===== src/rtl/mux_scan_capture.sv =====
// Sequential reader for a 7-to-1 mux: walks the select through each channel,
// samples the mux output and presents one 7-bit word with a valid/ack handshake.
// Optional macro MUX_SCAN_PARITY_EN adds an eighth slot (s=7) carrying even parity.
module mux_scan_capture #(
  parameter int SLOT_CYCLES = 1
) (
  input  logic       clk,
  input  logic       rst_n,
  input  logic       start,
  input  logic       din,
  input  logic       ack,
  output logic [2:0] s,
  output logic [6:0] q,
  output logic       valid,
  output logic       busy,
  output logic       par_err
);

  localparam int             CW       = $clog2(SLOT_CYCLES + 1);
  localparam logic [CW-1:0]  CNT_LAST = CW'(SLOT_CYCLES - 1);
  localparam logic [CW-1:0]  CNT_ONE  = CW'(1);
`ifdef MUX_SCAN_PARITY_EN
  localparam logic [2:0]     S_LAST   = 3'd7;
`else
  localparam logic [2:0]     S_LAST   = 3'd6;
`endif

  typedef enum logic [1:0] {IDLE, SCAN, DONE} state_t;

  state_t        state_q, state_d;
  logic [2:0]    s_q, s_d;
  logic [CW-1:0] cnt_q, cnt_d;
  logic [6:0]    shadow_q, shadow_d;
  logic [6:0]    q_q, q_d;
  logic          valid_q, valid_d;
`ifdef MUX_SCAN_PARITY_EN
  logic          perr_q, perr_d;
`endif

  always_ff @(posedge clk) begin
    if (!rst_n) begin
      state_q  <= IDLE;
      s_q      <= 3'd0;
      cnt_q    <= '0;
      shadow_q <= 7'd0;
      q_q      <= 7'd0;
      valid_q  <= 1'b0;
`ifdef MUX_SCAN_PARITY_EN
      perr_q   <= 1'b0;
`endif
    end else begin
      state_q  <= state_d;
      s_q      <= s_d;
      cnt_q    <= cnt_d;
      shadow_q <= shadow_d;
      q_q      <= q_d;
      valid_q  <= valid_d;
`ifdef MUX_SCAN_PARITY_EN
      perr_q   <= perr_d;
`endif
    end
  end

  always_comb begin
    state_d  = state_q;
    s_d      = s_q;
    cnt_d    = cnt_q;
    shadow_d = shadow_q;
    q_d      = q_q;
    valid_d  = valid_q;
`ifdef MUX_SCAN_PARITY_EN
    perr_d   = perr_q;
`endif
    case (state_q)
      IDLE: begin
        s_d = 3'd0;
        if (start) begin
          state_d = SCAN;
          cnt_d   = '0;
        end
      end
      SCAN: begin
        if (cnt_q == CNT_LAST) begin
          cnt_d = '0;
          // The parity slot (s=7) has no shadow bit; channels 0..6 do.
          if (s_q != 3'd7) shadow_d[s_q] = din;
          if (s_q == S_LAST) begin
            state_d = DONE;
            s_d     = 3'd0;
            valid_d = 1'b1;
`ifdef MUX_SCAN_PARITY_EN
            q_d     = shadow_q;
            perr_d  = (^shadow_q) ^ din;
`else
            q_d     = {din, shadow_q[5:0]};
`endif
          end else begin
            s_d = s_q + 3'd1;
          end
        end else begin
          cnt_d = cnt_q + CNT_ONE;
        end
      end
      DONE: begin
        if (ack) begin
          state_d = IDLE;
          valid_d = 1'b0;
`ifdef MUX_SCAN_PARITY_EN
          perr_d  = 1'b0;
`endif
        end
      end
      default: state_d = IDLE;
    endcase
  end

  assign s     = s_q;
  assign q     = q_q;
  assign valid = valid_q;
  assign busy  = (state_q == SCAN);
`ifdef MUX_SCAN_PARITY_EN
  assign par_err = perr_q;
`else
  assign par_err = 1'b0;
`endif

endmodule


===== config.mk =====
export PLATFORM = sky130hd
export DESIGN_NAME = mux_scan_capture
export DESIGN_NICKNAME = d
export VERILOG_FILES = /design/src/rtl/mux_scan_capture.sv
export SDC_FILE = /design/constraint.sdc
export NUM_CORES = 1
export LEC_CHECK = 0
export BUFFER_PORTS_ARGS = -buffer_cell sky130_fd_sc_hd__buf_2
export CAP_MARGIN = 25
export CORE_ASPECT_RATIO = 0.8
export CORE_MARGIN = 2
export CORE_UTILIZATION = 35
export CTS_CLUSTER_SIZE = 8
export DETAILED_ROUTE_END_ITERATION = 8
export PLACE_DENSITY = 0.56
export SLEW_MARGIN = 5
export SYNTH_ARGS = -nofsm -noshare
export SYNTH_HDL_FRONTEND = slang
export SYNTH_SLANG_ARGS = --single-unit

===== constraint.sdc =====
create_clock -name clk -period 1.85 [get_ports clk]
set_input_delay 0.37 -clock clk [delete_from_list [all_inputs] [get_ports clk]]
set_output_delay 0.37 -clock clk [all_outputs]
set_load 0.01 [all_outputs]

==> results.md <==
- Sequential power share: 0.622
- Overflow after GRT: 0
- Synthesized cell area: 835 um2
- Slew @ Worst Pin: 0.559 ns
- Clock slew at reported path FFs: 0.11 ns
- FF+latch count, synth: 19
- Placer Congestion: 0.680
- Skew-Pair Late Insertion Delay: 0.30 ns
- Post-synth top area share: 0.456
- Critical-path maximum fanout: 11
- Die H: 47.7 um
- # rows: 15
- CP arrival: 1.18 ns
- Min Tclk post-route: 1.55 ns
- Pwr dens: 712 nW/um2
- Routed WL per cell: 13.1 um
- Sw Share: 0.239
- Global router's overall resource usage: 0.136
- Final max-slew violation count: 0
- Hold buffer count at cts: 0
- Syn avg cell area: 9.82 um2
- Maximum clock path buffer count: 2
- Setup bufs post-CTS: 0
- Hold Violations, Final: 0
- Fmax: 0.645 GHz
- Metal-1 WL: 826 um
- Worst VDD drop: 0.220 mV
- Clock skew: 0.00182 ns
- Worst path required time: 1.48 ns
- First drt pass iteration count: 6
- Final net count: 108
- 1st-iter DRT viols: 21
- Die area: 2790 um2
- Final WS setup: 0.299 ns
- Worst Setup End Kind: primary output
- Met3 wire len: 91 um
- CORE AREA: 2210 um2
- P_leak: 0.446 nW
- CTS Buf Count: 3
- Initial antenna violation count: 0
- Max-Cap Viols: 0
- Hpwl dp: 1.14 mm
- Total power: 0.000678 W
- Kind of critical path: flip-flop to primary output
- DR DRC count: 1
- Mapped Nets: 91
- Setup TNS Final: 0 ns
- Worst slack at placement: 0.328 ns
- Combinational Power Share: 0.058
- Drt total wl: 1.66 mm
- Width of the die: 58.6 um
- Beginning of the critical path: state_q[1]
- CTS tree: built
- Vias post-DR: 619
- DR top layer: met4
- Mapped Cells: 85
- Hold Startpoint: ack
- Clock root buffer: clkbuf_4
- Net Sw Power: 0.000162 W
- CTS Sinks: 19
- Vias in the first global route: 547
- Top post-synthesis cells by area: dfxtp_1 (46%), mux2i_1 (17%), nand2_1 (9.9%)
- Io pins: 18
- Starting density of the core: 0.377
- RSZ-0062 raised after global routing: false
- CP startpoint kind: flip-flop
- Antenna cells: 0
- First-pass GRT wire length: 2.66 mm
- Violated checks: design-rule violations
- DR WL met2: 710 um
- Synth warn: 0
- Clock share of power: 0.320
- Final setup vio count: 0
- Ratio of final minimum period to clock period: 0.838
- H-tree depth: 1
- Post-cts sizing count: 0
- Port Buf Inserts: 16
- Slew Limit Headroom: 0.626
- Largest net degree at the start of global routing: 21
- Register area share after synthesis: 0.456
- Layout cells sized above 1: 0.238
- Post-synth top area cell: dfxtp_1
- Reg-to-Reg Start: s[1]
- Run status: finished with violations
- Vias per std cell: 4.91
- Internal Power: 0.000516 W
- Hold WC Path Type: primary input to flip-flop
- Antenna viol nets, final: 0
- Yosys cell types: 25
- Area grow syn2layout: 14.1%
## through the flow
stage / util / std cells / area [um2] / hold slack [ns]
after detailed placement: 0.418 / 122 / 926 / 0.446
after global placement: 0.418 / 122 / 926 / 0.440
final: 0.430 / 126 / 952 / 0.381
after CTS: 0.430 / 126 / 952 / 0.370
after global routing: 0.430 / 126 / 952 / 0.402
after floorplan: - / 85 / 835 / 0.446
## power groups by stage
stage	clock (W)	combinational, W	sequential [W]
floorplan	0	0.0000289	0.000430
global placement	0	0.0000393	0.000431
detailed placement	0	0.0000397	0.000431
CTS	0.000224	0.0000398	0.000422
global route	0.000236	0.0000437	0.000424
finish	0.000217	0.0000392	0.000422
## Yosys cell counts
| master | count |
|---|---|
| ha_1 | 1 |
| clkbuf_1 | 2 |
| dfxtp_1 | 19 |
| nor2_1 | 1 |
| nand3b_4 | 1 |
| buf_2 | 1 |
| a31oi_1 | 1 |
| inv_1 | 1 |
| nor3b_1 | 4 |
| inv_2 | 1 |
| and4bb_2 | 1 |
| and2_1 | 1 |
| a32oi_1 | 1 |
| and2b_1 | 1 |
| nand2_1 | 22 |
| mux2i_1 | 14 |
| nand3b_1 | 1 |
| nor2b_1 | 3 |
| nor3_4 | 1 |
| nor4b_2 | 1 |
| conb_1 | 1 |
| o21ai_0 | 1 |
| o21a_1 | 2 |
| a21boi_0 | 2 |
| buf_4 | 1 |
## kinds of logic after synthesis
group / count (synthesis) / synth area share
buf+inv: 6 / 0.0330
compound gates: 7 / 0.0600
fa+ha+maj: 1 / 0.0150
flops: 19 / 0.456
mux: 14 / 0.168
simple gates: 37 / 0.264
other cells: 1 / 0.00449
## flip-flops by register name, summed over array words and instances (netlist names)
signal / cells
q: 7
state_q: 2
valid: 1
shadow_q: 6
s: 3
## cell usage in the layout, fill, tap and decap left out
cell and n:
nor4b_2 1, conb_1 1, nor3_4 1, o21a_1 2
and4bb_2 1, buf_2 16, a21boi_0 2, nand2_1 22
a31oi_1 1, o21ai_0 1, and2_1 1, and2b_1 1
ha_1 1, nand3b_4 1, a32oi_1 1, dfxtp_1 19
mux2i_1 14, clkbuf_1 1, nor2_1 1, nor3b_1 4
clkbuf_4 3, inv_1 1, nand3b_1 1, nor2b_1 3
inv_2 1
## critical path: stages, from the launching register on
cell and delay (ns):
dfxtp_1 0.59, nor2b_1 0.13, buf_2 0.16
## worst paths after layout
path                  to  slack, ns  depth (start not counted)
max                 busy       0.30                          2
min           state_q[1]       0.38                          3
max reg2reg  shadow_q[2]       0.35                          5
min reg2reg         q[5]       0.46                          2
## layout make-up
cell class,count,area [um2]
multi-input combinational,60,427
sequential,19,380
fill,234,1260
inverter,2,7.51
tap,25,31.3
timing repair buffer,16,80.1
clock buffer,4,26.3
## per-layer routing
metal | global-route usage | vias to the layer above
li1 | - | 315
met1 | 0.173 | 284
met2 | 0.207 | 16
met3 | 0.0405 | 4
met4 | 0.0818 | 0
met5 | 0 | -
Power figures use the tool's default switching activity.
